[config.mk]
export PLATFORM = sky130hd
export DESIGN_NAME = free_list_flat
export DESIGN_NICKNAME = d
export VERILOG_FILES = /design/src/rtl/free_list_pkg.sv /design/src/rtl/free_list_if.sv /design/src/rtl/free_list_chk.sv /design/src/rtl/free_list_compact.sv /design/src/rtl/free_list.sv /design/src/flat_wrapper.sv
export SDC_FILE = /design/constraint.sdc
export NUM_CORES = 2
export LEC_CHECK = 0
export CORE_UTILIZATION = 25
export CTS_BUF_LIST = sky130_fd_sc_hd__clkbuf_8
export DETAILED_ROUTE_END_ITERATION = 8
export HOLD_SLACK_MARGIN = 0.15
export SYNTH_ARGS = -nofsm -noshare
export SYNTH_HDL_FRONTEND = slang
export SYNTH_SLANG_ARGS = --single-unit
[constraint.sdc]
create_clock -name clk -period 7.6 [get_ports clk]
set_input_delay 1.14 -clock clk [delete_from_list [all_inputs] [get_ports clk]]
set_output_delay 1.14 -clock clk [all_outputs]
set_load 0.005 [all_outputs]
[src/rtl/free_list_pkg.sv]
// Shared constants, FSM encoding and helpers for the physical-register free list.
package free_list_pkg;

  localparam logic REG_TYPE_INT = 1'b0;
  localparam logic REG_TYPE_FP  = 1'b1;

  localparam int FL_PRF_MAX_LEN = 7;
  localparam int FL_RETIRE_RATE = 4;
  localparam int FL_ALLOC_RATE  = 4;

  typedef enum logic [0:0] {
    ST_IDLE    = 1'b0,
    ST_RECOVER = 1'b1
  } fl_state_e;

  // Number of bits needed to hold values 0..value-1.
  function automatic int clog2(input int value);
    int res;
    int v;
    res = 0;
    v = value - 1;
    while (v > 0) begin
      res = res + 1;
      v = v >> 1;
    end
    return res;
  endfunction

endpackage

[src/rtl/free_list_if.sv]
// Rename/retire-side connection of the free list. The min_count signal exists
// only when FREELIST_WATERMARK_EN is defined.
interface free_list_if #(
  parameter int PRF_DEPTH   = 64,
  parameter int PRF_LEN     = 6,
  parameter int PRF_MAX_LEN = free_list_pkg::FL_PRF_MAX_LEN,
  parameter int RETIRE_RATE = free_list_pkg::FL_RETIRE_RATE,
  parameter int ALLOC_RATE  = free_list_pkg::FL_ALLOC_RATE
);
  import free_list_pkg::*;

  localparam int REQ_W = clog2(ALLOC_RATE + 1);

  logic [RETIRE_RATE-1:0]             free_we_bus;
  logic [RETIRE_RATE-1:0]             free_type_bus;
  logic [RETIRE_RATE*PRF_MAX_LEN-1:0] free_prd_bus;
  logic [REQ_W-1:0]                   alloc_req_cnt;
  logic                               alloc_grant;
  logic [ALLOC_RATE*PRF_LEN-1:0]      alloc_prd_bus;
  logic                               flush;
  logic [PRF_DEPTH-1:0]               retire_map_bits;
  logic                               ready;
  logic [PRF_LEN:0]                   free_count;
`ifdef FREELIST_WATERMARK_EN
  logic [PRF_LEN:0]                   min_count;
`endif

  modport master (
    output free_we_bus, free_type_bus, free_prd_bus, alloc_req_cnt, flush, retire_map_bits,
    input  alloc_grant, alloc_prd_bus, ready, free_count
`ifdef FREELIST_WATERMARK_EN
    , input min_count
`endif
  );

  modport slave (
    input  free_we_bus, free_type_bus, free_prd_bus, alloc_req_cnt, flush, retire_map_bits,
    output alloc_grant, alloc_prd_bus, ready, free_count
`ifdef FREELIST_WATERMARK_EN
    , output min_count
`endif
  );

endinterface

[src/rtl/free_list_chk.sv]
// Protocol checks for the free list: no frees while rebuilding, no overflow.
module free_list_chk #(
  parameter int PRF_DEPTH   = 64,
  parameter int CNT_W       = 7,
  parameter int RETIRE_RATE = 4
) (
  input logic                   clk,
  input logic                   rst,
  input logic                   recover,
  input logic                   flush,
  input logic [RETIRE_RATE-1:0] free_we,
  input logic [CNT_W:0]         occ_next
);

  a_no_free_in_recover: assert property (@(posedge clk) disable iff (rst)
    recover |-> (free_we == {RETIRE_RATE{1'b0}}));

  a_no_overflow: assert property (@(posedge clk) disable iff (rst)
    (!recover && !flush) |-> (occ_next <= (CNT_W+1)'(PRF_DEPTH)));

endmodule

[src/rtl/free_list_compact.sv]
// Filters the retire-side free ports by type (and reserved x0) and packs the
// surviving indices densely, lowest port first.
module free_list_compact #(
  parameter int   PRF_LEN     = 6,
  parameter int   PRF_MAX_LEN = 7,
  parameter int   RETIRE_RATE = 4,
  parameter int   CNT_W       = free_list_pkg::clog2(RETIRE_RATE + 1),
  parameter logic REG_TYPE    = 1'b0,
  parameter logic ZERO_RSVD   = 1'b1
) (
  input  logic [RETIRE_RATE-1:0]             free_we,
  input  logic [RETIRE_RATE-1:0]             free_type,
  input  logic [RETIRE_RATE*PRF_MAX_LEN-1:0] free_prd,
  output logic [RETIRE_RATE*PRF_LEN-1:0]     packed_prd,
  output logic [CNT_W-1:0]                   push_cnt
);

  logic [PRF_LEN-1:0] prd_s;
  logic               accept_s;
  logic               prd_unused_s;

  // Only the low PRF_LEN bits of each shared-bus slice carry the index.
  assign prd_unused_s = ^free_prd;

  // Filter and pack accepted ports into consecutive slots.
  always_comb begin
    packed_prd = {(RETIRE_RATE*PRF_LEN){1'b0}};
    push_cnt   = {CNT_W{1'b0}};
    prd_s      = {PRF_LEN{1'b0}};
    accept_s   = 1'b0;
    for (int i = 0; i < RETIRE_RATE; i++) begin
      prd_s    = free_prd[i*PRF_MAX_LEN +: PRF_LEN];
      accept_s = free_we[i] && (free_type[i] == REG_TYPE) &&
                 !(ZERO_RSVD && (prd_s == {PRF_LEN{1'b0}}));
      if (accept_s) begin
        packed_prd[push_cnt*PRF_LEN +: PRF_LEN] = prd_s;
        push_cnt = push_cnt + CNT_W'(1'b1);
      end else begin
        push_cnt = push_cnt;
      end
    end
  end

endmodule

[src/rtl/free_list.sv]
// Circular free list of physical register indices with flush-time rebuild from
// the retire mapping bitmap. FREELIST_WATERMARK_EN adds the min_count output.
module free_list #(
  parameter int REG_TYPE    = 0,
  parameter int PRF_DEPTH   = 64,
  parameter int PRF_LEN     = 6,
  parameter int PRF_MAX_LEN = free_list_pkg::FL_PRF_MAX_LEN,
  parameter int RETIRE_RATE = free_list_pkg::FL_RETIRE_RATE,
  parameter int ALLOC_RATE  = free_list_pkg::FL_ALLOC_RATE,
  parameter int ZERO_RSVD   = 1
) (
  input logic        clk,
  input logic        rst,
  free_list_if.slave bus
);
  import free_list_pkg::*;

  localparam int REQ_W     = clog2(ALLOC_RATE + 1);
  localparam int PUSH_W    = clog2(RETIRE_RATE + 1);
  localparam int CNT_W     = PRF_LEN + 1;
  localparam int RST_COUNT = PRF_DEPTH - 32;

  fl_state_e                     state_r, state_next_s;
  logic [PRF_LEN-1:0]            mem_r [PRF_DEPTH];
  logic [PRF_LEN-1:0]            head_r, tail_r, scan_r;
  logic [CNT_W-1:0]              count_r, count_next_s, pop_cnt_s;
  logic [CNT_W:0]                occ_next_s;
  logic [PRF_DEPTH-1:0]          map_r;
  logic [RETIRE_RATE*PRF_LEN-1:0] packed_s;
  logic [PUSH_W-1:0]             push_cnt_s;
  logic                          ready_s, grant_s, recover_hit_s;

  free_list_compact #(
    .PRF_LEN     (PRF_LEN),
    .PRF_MAX_LEN (PRF_MAX_LEN),
    .RETIRE_RATE (RETIRE_RATE),
    .CNT_W       (PUSH_W),
    .REG_TYPE    (REG_TYPE != 0),
    .ZERO_RSVD   (ZERO_RSVD != 0)
  ) u_compact (
    .free_we    (bus.free_we_bus),
    .free_type  (bus.free_type_bus),
    .free_prd   (bus.free_prd_bus),
    .packed_prd (packed_s),
    .push_cnt   (push_cnt_s)
  );

  assign ready_s        = (state_r == ST_IDLE);
  assign bus.ready      = ready_s;
  assign bus.free_count = count_r;
  assign bus.alloc_grant = grant_s;

  // All-or-nothing grant against the registered count; frees this cycle do not count.
  always_comb begin
    grant_s   = 1'b0;
    pop_cnt_s = {CNT_W{1'b0}};
    if (ready_s && (bus.alloc_req_cnt != {REQ_W{1'b0}}) &&
        (count_r >= CNT_W'(bus.alloc_req_cnt))) begin
      grant_s   = 1'b1;
      pop_cnt_s = CNT_W'(bus.alloc_req_cnt);
    end else begin
      grant_s   = 1'b0;
    end
  end

  assign occ_next_s   = {1'b0, count_r} + (CNT_W+1)'(push_cnt_s) - (CNT_W+1)'(pop_cnt_s);
  assign count_next_s = occ_next_s[CNT_W-1:0];

  // Allocation slots always show the entries at the head, granted or not.
  always_comb begin
    bus.alloc_prd_bus = {(ALLOC_RATE*PRF_LEN){1'b0}};
    for (int i = 0; i < ALLOC_RATE; i++) begin
      bus.alloc_prd_bus[i*PRF_LEN +: PRF_LEN] = mem_r[head_r + PRF_LEN'(i)];
    end
  end

  // During recovery an index is free when unmapped, except a reserved x0.
  always_comb begin
    recover_hit_s = 1'b0;
    if (!map_r[scan_r] && !((ZERO_RSVD != 0) && (scan_r == {PRF_LEN{1'b0}}))) begin
      recover_hit_s = 1'b1;
    end else begin
      recover_hit_s = 1'b0;
    end
  end

  // Next-state logic: flush always (re)starts the scan.
  always_comb begin
    state_next_s = state_r;
    case (state_r)
      ST_IDLE: begin
        if (bus.flush) state_next_s = ST_RECOVER;
        else           state_next_s = ST_IDLE;
      end
      ST_RECOVER: begin
        if (bus.flush)                                 state_next_s = ST_RECOVER;
        else if (scan_r == PRF_LEN'(PRF_DEPTH - 1))    state_next_s = ST_IDLE;
        else                                           state_next_s = ST_RECOVER;
      end
      default: state_next_s = ST_IDLE;
    endcase
  end

  // State register.
  always_ff @(posedge clk) begin
    if (rst) state_r <= ST_IDLE;
    else     state_r <= state_next_s;
  end

  // Storage, pointers and count.
  always_ff @(posedge clk) begin
    if (rst) begin
      for (int k = 0; k < PRF_DEPTH; k++) begin
        mem_r[k] <= (k < RST_COUNT) ? PRF_LEN'(k + 32) : {PRF_LEN{1'b0}};
      end
      head_r  <= {PRF_LEN{1'b0}};
      tail_r  <= PRF_LEN'(RST_COUNT);
      count_r <= CNT_W'(RST_COUNT);
      map_r   <= {PRF_DEPTH{1'b0}};
      scan_r  <= {PRF_LEN{1'b0}};
    end else if (bus.flush) begin
      head_r  <= {PRF_LEN{1'b0}};
      tail_r  <= {PRF_LEN{1'b0}};
      count_r <= {CNT_W{1'b0}};
      map_r   <= bus.retire_map_bits;
      scan_r  <= {PRF_LEN{1'b0}};
    end else if (state_r == ST_RECOVER) begin
      if (recover_hit_s) begin
        mem_r[tail_r] <= scan_r;
        tail_r  <= tail_r + PRF_LEN'(1'b1);
        count_r <= count_r + CNT_W'(1'b1);
      end
      scan_r <= scan_r + PRF_LEN'(1'b1);
    end else begin
      for (int i = 0; i < RETIRE_RATE; i++) begin
        if (PUSH_W'(i) < push_cnt_s) begin
          mem_r[tail_r + PRF_LEN'(i)] <= packed_s[i*PRF_LEN +: PRF_LEN];
        end
      end
      tail_r <= tail_r + PRF_LEN'(push_cnt_s);
      if (grant_s) head_r <= head_r + PRF_LEN'(bus.alloc_req_cnt);
      count_r <= count_next_s;
    end
  end

`ifdef FREELIST_WATERMARK_EN
  logic [CNT_W-1:0] min_count_r;

  // Lowest occupancy seen while the list is in service.
  always_ff @(posedge clk) begin
    if (rst)                                               min_count_r <= CNT_W'(RST_COUNT);
    else if (bus.flush)                                    min_count_r <= CNT_W'(PRF_DEPTH);
    else if (ready_s && (count_next_s < min_count_r))      min_count_r <= count_next_s;
  end

  assign bus.min_count = min_count_r;
`else
  // Default build carries no occupancy watermark.
`endif

  free_list_chk #(
    .PRF_DEPTH   (PRF_DEPTH),
    .CNT_W       (CNT_W),
    .RETIRE_RATE (RETIRE_RATE)
  ) u_chk (
    .clk      (clk),
    .rst      (rst),
    .recover  (state_r == ST_RECOVER),
    .flush    (bus.flush),
    .free_we  (bus.free_we_bus),
    .occ_next (occ_next_s)
  );

endmodule

[src/flat_wrapper.sv]
// flat-port wrapper written by rule: the top's interface ports become plain ports
module free_list_flat import free_list_pkg::*;
#(
  parameter int REG_TYPE    = 0,
  parameter int PRF_DEPTH   = 64,
  parameter int PRF_LEN     = 6,
  parameter int PRF_MAX_LEN = free_list_pkg::FL_PRF_MAX_LEN,
  parameter int RETIRE_RATE = free_list_pkg::FL_RETIRE_RATE,
  parameter int ALLOC_RATE  = free_list_pkg::FL_ALLOC_RATE,
  parameter int ZERO_RSVD   = 1
)
  (clk, rst, bus_free_we_bus, bus_free_type_bus, bus_free_prd_bus, bus_alloc_req_cnt, bus_flush, bus_retire_map_bits, bus_alloc_grant, bus_alloc_prd_bus, bus_ready, bus_free_count);
  free_list_if #(.PRF_DEPTH(PRF_DEPTH), .PRF_LEN(PRF_LEN), .PRF_MAX_LEN(PRF_MAX_LEN), .RETIRE_RATE(RETIRE_RATE), .ALLOC_RATE(ALLOC_RATE)) bus_i ();
  input logic clk;
  input logic rst;
  input wire logic [$bits(bus_i.free_we_bus)-1:0] bus_free_we_bus;
  input wire logic [$bits(bus_i.free_type_bus)-1:0] bus_free_type_bus;
  input wire logic [$bits(bus_i.free_prd_bus)-1:0] bus_free_prd_bus;
  input wire logic [$bits(bus_i.alloc_req_cnt)-1:0] bus_alloc_req_cnt;
  input wire logic [$bits(bus_i.flush)-1:0] bus_flush;
  input wire logic [$bits(bus_i.retire_map_bits)-1:0] bus_retire_map_bits;
  output wire logic [$bits(bus_i.alloc_grant)-1:0] bus_alloc_grant;
  output wire logic [$bits(bus_i.alloc_prd_bus)-1:0] bus_alloc_prd_bus;
  output wire logic [$bits(bus_i.ready)-1:0] bus_ready;
  output wire logic [$bits(bus_i.free_count)-1:0] bus_free_count;
  assign bus_i.free_we_bus = bus_free_we_bus;
  assign bus_i.free_type_bus = bus_free_type_bus;
  assign bus_i.free_prd_bus = bus_free_prd_bus;
  assign bus_i.alloc_req_cnt = bus_alloc_req_cnt;
  assign bus_i.flush = bus_flush;
  assign bus_i.retire_map_bits = bus_retire_map_bits;
  assign bus_alloc_grant = bus_i.alloc_grant;
  assign bus_alloc_prd_bus = bus_i.alloc_prd_bus;
  assign bus_ready = bus_i.ready;
  assign bus_free_count = bus_i.free_count;
  free_list #(.REG_TYPE(REG_TYPE), .PRF_DEPTH(PRF_DEPTH), .PRF_LEN(PRF_LEN), .PRF_MAX_LEN(PRF_MAX_LEN), .RETIRE_RATE(RETIRE_RATE), .ALLOC_RATE(ALLOC_RATE), .ZERO_RSVD(ZERO_RSVD)) u_core (.clk(clk), .rst(rst), .bus(bus_i));
endmodule
# --- Yosys cells after proc, flatten, opt, wreduce, memory -nomap -nowiden ---
# Memory sizes are Yosys's and may differ from the RTL's. A register that Yosys moved wholly into a read port is not among the register bits.
# Cells that the tools add are included.
totals:
  n_memories: 1
  out_inout_bits: 33
  latchBits: 0
  wordCells: 148
  rom_bits: 0
  register_bits: 90
  input_bits: 106
  ramBits: 384
classes:
  shifts: 6
  n_bitwise: 6
  muxes: 68
  reduce_logical: 29
  n_addsub: 18
  div: 0
  multipliers: 3
  n_lt_le_gt_ge: 6
  n_eq_ne: 3
mem_list:
  columns: ["name", "depth", "word_bits", "rd", "rd_ports_with_merged_regs", "wr", "line", "rtl"]
  rows:
  - ["u_core.mem_r", 64, 6, 4, 1, 64, "free_list.sv:24", "logic [PRF_LEN-1:0] mem_r [PRF_DEPTH];"]
ops:
  columns: ["op", "n"]
  rows:
  - ["$shift 6x34->24 const A", 3]
  - ["$shiftx 6x34->24", 3]
  - ["$mux 6", 16]
  - ["$bwmux 24", 3]
  - ["$mux 24", 3]
  - ["$neg 6->34", 2]
  - ["$mux 1", 38]
  - ["$neg 4->34", 1]
  - ["$logic_not 6->1", 5]
  - ["$add 6x2->6 const B", 4]
  - ["$reduce_or 6->1", 4]
  - ["$add 6x1->6 const B", 3]
  - ["$mux 7", 2]
  - ["$add 6x3->6", 2]
  - ["$logic_and 1x1->1", 11]
  - ["$mul 3x2->5 const B", 2]
  - ["$mux 3", 3]
  - ["$add 7x1->7 const B", 1]
  - ["$add 7x3->7", 1]
  - ["$ge 7x3->1", 1]
  - ["$lt 6x7->1 const B", 1]
  - ["$sub 7x3->7", 1]
  - ["$add 3x1->3 const B", 2]
  - ["$bmux 1 s6", 1]
  - ["15 further kinds", 26]

# --- Longest topological paths before layout ---
logic_depth:
  word_depth: 19
  depth_mapped: 24
  mapped_depth_nobuf: 21

# --- Hierarchy ---
# From an unflattened synthesis, not the netlist that was laid out.
hier_totals:
  hier_cells: 4055
  area_unflattened_um2: 42356.9
modules_own_cells:
  columns: ["module", "cells_per_inst", "n_inst", "area_each_um2", "seq_area_each_um2"]
  rows:
  - ["free_list", 3871, 1, 41096.9, 13452.9]
  - ["free_list_compact", 184, 1, 1260.0, 0.0]

# --- Worst setup path after synthesis ---
# OpenSTA, ideal clock, no wires.
synth_timing:
  path_kind: "input to register"
  startpoint: "input bus_free_prd_bus[5]"
  endpoint: "memory u_core.mem_r[28][2], data pin"
  required_time_ns: 7.339
  arrival_time_ns: 5.992
  path_stages: 18
  setup_ns: 0.261
  path_buffers: 2
  slack_ns: 1.347
  cell_sequence: "or4_1 o31a_1 inv_2 fa_1 clkbuf_1 inv_1 clkbuf_1 ha_1 inv_1 fa_1 nor4bb_1 o2111ai_1 a31oi_2 a22oi_1 a221oi_2 nor2_1 or3_1 a221o_1"
synth_rtl:
  columns: ["element", "line", "rtl"]
  rows:
  - ["from (decl)", "flat_wrapper.sv:18", "input wire logic [$bits(bus_i.free_prd_bus)-1:0] bus_free_prd_bus;"]
  - ["to (decl)", "free_list.sv:24", null]

==> reports/results.md <==
| Item | Value | Unit |
|---|---|---|
| Run status | finished with violations | - |
| Violations in the final reports | DRC | - |
| Worst min-delay path category | reg2reg | - |
| Remaining design rule violation count | 14 | - |
| Count of pins on the block boundary | 139 | - |
| Number of flops mapped to enable cells by yosys | 384 | - |
| Remaining antenna violation count | 0 | - |
| Count of standard-cell rows | 153 | - |
| Type of element capturing the critical path | flip-flop | - |
| Number of nets in the synthesized netlist | 4364 | - |
| Library cell with the highest instance count after synthesis | mux4_2 | - |
| Cell variety after synth | 100 | - |
| Number of instances in the synthesized netlist | 4210 | - |
| Max stage delay on crit path | 0.64 | ns |
| Setup CP Type | in2reg | - |
| All-Layer GR Usage | 0.3130 | - |
| Last weighted congestion value of the routability-driven placer | 1.095 | - |
| Remaining max-slew budget at the tightest pin | 0.04290 | - |
| Detailed Place HPWL | 211200 | µm |
| Wire per inst | 42.47 | µm |
| Iteration count of the initial detailed-routing pass | 9 | - |
| Share of synthesized area spent on multiplexers | 0.2859 | - |
| Power Dens Cells | 164.4 | nW/µm² |
| Critical path's top delay family | simple AND/OR/NAND/NOR gates | - |
| Share of layout cells above drive strength 1 | 0.2755 | - |
| Count of routing violations after the opening detailed-route iteration | 8712 | - |
| Floorplan core area | 174600 | µm² |
| Largest clock skew in the final design | 0.05497 | ns |
| Total power | 8711 | µW |
| Final sum of negative setup slack | 0 | ns |
| Final period demand of the worst path | 6.821 | ns |
| Most area-consuming cells after synthesis | edfxtp_1, mux4_2, a221oi_1 | - |
| Cell with the biggest individual delay on the critical path | a222oi_1 | - |
| Max Clk Rate | 146.6 | MHz |
| Complex-gate fraction of the synthesized area | 0.2166 | - |
| Remaining global-route overflow | 0 | - |
| Initial Utilization | 0.2527 | - |
| Main combinational cell family by area after synthesis | multiplexers | - |
| Clock latency on the worst-skew pair | 0.86 | ns |
| Post-cts hold buffer count | 0 | - |
| Number of levels in the clock H-tree | 3 | - |
| CTS-repair resized insts | 0 | - |
| CTS buffer count | 93 | - |
| Via count | 48.44k | - |
| TritonCTS clock tree | done | - |
| Number of antenna violations at the first check in global routing | 31 | - |
| Filler instances | 18.03k | - |
| First-pass GRT wire length | 386100 | µm |
| Register clock-pin slew on the reported worst setup and hold paths | 0.08 | ns |
| Proportion of netlist area held by the largest area contributor | 0.2613 | - |
| Setup Buffers After CTS | 0 | - |
| Worst voltage drop across the vdd grid | 129.2 | µV |
| Area Overhead vs Synth | 20.10 | % |
| Adder-cell area share of the yosys netlist | 0.01480 | - |
| Cell accounting for the most synthesized area | edfxtp_1 | - |
| Clk sink count | 480 | - |
| Simple-gate portion of the synthesized area | 0.1224 | - |
| Ordered list of cells on the worst path | clkdlybuf4s50_1 > nor2b_1 > o31a_1 > inv_2 > ha_1 > nor3b_1 > o21ai_4 > nand2_1 > ha_1 > inv_1 > fa_1 > nor4bb_1 > buf_4 > o2111ai_1 > a31oi_2 > a21boi_0 > o31ai_2 > buf_12 > nor2_1 > nand2_1 > a222oi_1 > buf_4 | - |
| Vias per inst | 7.076 | - |
| Die boundary height | 422.1 | µm |
| Final layout net count | 4580 | - |
| Buf/Inv on CP | 6 | - |
| Warnings, synthesis | 0 | - |
| Critical Path Start Type | primary input | - |
| Post-route clock period utilization | 0.8975 | - |
| Synth top cells by count | mux4_2, nor2_1, edfxtp_1, nand2_1, clkbuf_1 | - |
| Standby leakage power | 0.01593 | µW |
| Crit path max fanout | 10 | - |
| Slew @ Worst Pin | 1.421 | ns |
| Summed instance area of the synthesized netlist | 44130 | µm² |
| Share of synthesized flip-flops with an asynchronous set or reset | 0 | - |
| Number of maximum-capacitance constraint violations | 0 | - |
| Setup repair after global routing missed its margin | no | - |
| Xor and xnor area share after synthesis | 0.009527 | - |
| Sequential share of the synthesized area | 0.3049 | - |
| # setup viols final | 0 | - |
| Number of max-slew violations in the final report | 0 | - |
| Post-synthesis area per instance | 10.48 | µm² |
| Vias in the first global route | 44.26k | - |
| Die area | 178200 | µm² |
| Final hold violation count | 0 | - |
| Clock root buffer | clkbuf_8 | - |
| Required @ worst endpoint | 8.30 | ns |
| Most instantiated flip-flop cell in the synthesis netlist | edfxtp_1 | - |
| Post-synthesis sequential element count | 480 | - |
| Clk buf depth | 3 | - |
| Die span in x | 422.1 | µm |
| Wire length reported by the detailed router | 290700 | µm |
| Port-buffer cells | 134 | - |
| Maximum number of pins on one net before global-route repair | 122 | - |
| Endpoint arrival time on the critical path | 7.52 | ns |
## worst paths after layout
path | startpoint | end | slack [ns] | cells past startpoint
setup reg to reg | u_core.tail_r[0]$_SDFFE_PP0P_ | u_core.mem_r[46][4]$_DFFE_PP_ | 1.60 | 8
hold / removal | u_core.map_r[17]$_SDFFE_PP0P_ | u_core.map_r[17]$_SDFFE_PP0P_ | 0.50 | 2
setup / recovery | bus_free_we_bus[0] | u_core.mem_r[18][0]$_DFFE_PP_ | 0.78 | 22
hold reg to reg | u_core.map_r[17]$_SDFFE_PP0P_ | u_core.map_r[17]$_SDFFE_PP0P_ | 0.50 | 2
## placed cells by master (no fill, tap or decap), types with 18 or more instances in the layout
cell	count
a21oi_1	254
a221o_1	21
a221oi_1	241
a222oi_1	24
a22oi_1	92
a31oi_1	100
a32oi_1	30
and3_1	23
buf_12	59
buf_4	378
clkbuf_8	98
clkdlybuf4s50_1	132
clkinv_1	20
dfxtp_1	89
edfxtp_1	384
ha_1	39
inv_1	63
mux2i_1	93
mux4_2	512
nand2_1	317
nand3_1	104
nand4_1	19
nor2_1	404
nor3_1	164
nor3_2	18
o2111ai_1	21
o21ai_0	121
o21ai_1	28
o221ai_1	73
o22ai_1	117
o31ai_1	19
or2_2	25
xnor2_1	22
## state kept, by name, indices dropped and copies added, names as in the netlist, named ones only
signal / count
u_core.tail_r: 6
u_core.head_r: 6
u_core.state_r: 1
u_core.map_r: 64
u_core.mem_r: 384
u_core.bus.free_count: 7
u_core.scan_r: 6
## power by group
group / internal, µW / leakage (µW) / switching (µW)
sequential: 2920 / 0.00436 / 152
clock: 1620 / 0.00110 / 1340
combinational: 1080 / 0.0105 / 1600
## layer usage
layer / GRT usage / share of wire / wire (µm) / vias up
li1: - / - / - / 18000
met1: 0.3881 / 0.36 / 103900 / 23990
met2: 0.4175 / 0.38 / 111700 / 5109
met3: 0.1513 / 0.17 / 48610 / 1301
met4: 0.2232 / 0.090 / 26070 / 36
met5: 0.005645 / 0.0014 / 417 / -
## stage by stage
stage          utilization  cell area [µm²]  hold slack [ns]  cells  setup slack, ns
2_1_floorplan            -            44130           0.4546   4210            1.347
3_3_place_gp        0.2917            50930           0.4702   6656           0.3321
3_5_place_dp        0.2917            50930           0.4810   6656           0.2163
4_1_cts             0.3033            52950           0.4872   6829            1.091
5_1_grt             0.3033            52960           0.5198   6830           0.5515
6_report            0.3035            52990           0.4953   6845           0.7787
## layout make-up
class | instances | area, µm² | share of cell area
inverter | 51 | 191.4 | 0.003612
sequential | 480 | 13470 | 0.2542
multi-input combinational | 3231 | 29020 | 0.5476
clock inverter | 75 | 671.9 | 0.01268
antenna | 16 | 40.04 | 0.0007555
clock buffer | 98 | 1349 | 0.02545
timing repair buffer | 569 | 5340 | 0.1008
tap | 2325 | 2909 | 0.05489
## kinds of logic after synthesis
family / after synthesis
AO/OA/AOI/OAI: 1332
AND/OR/NAND/NOR: 1188
multiplexers: 619
buffers and inverters: 499
flip-flops: 480
adder cells (fa/ha/maj): 48
XOR/XNOR: 44
## worst reg2reg max path, delay by kind of cell, from the launching register on
kind                       cells  cell delay (ns)
buffers and inverters          1             0.48
AOI/OAI and AO/OA              2             0.55
and+or+nand+nor                3             2.33
xor gates and xnor gates       1             0.99
adders and majority gates      1             0.50
DFF                            1             0.93
Note: power is estimated with default switching activity, not from simulation.
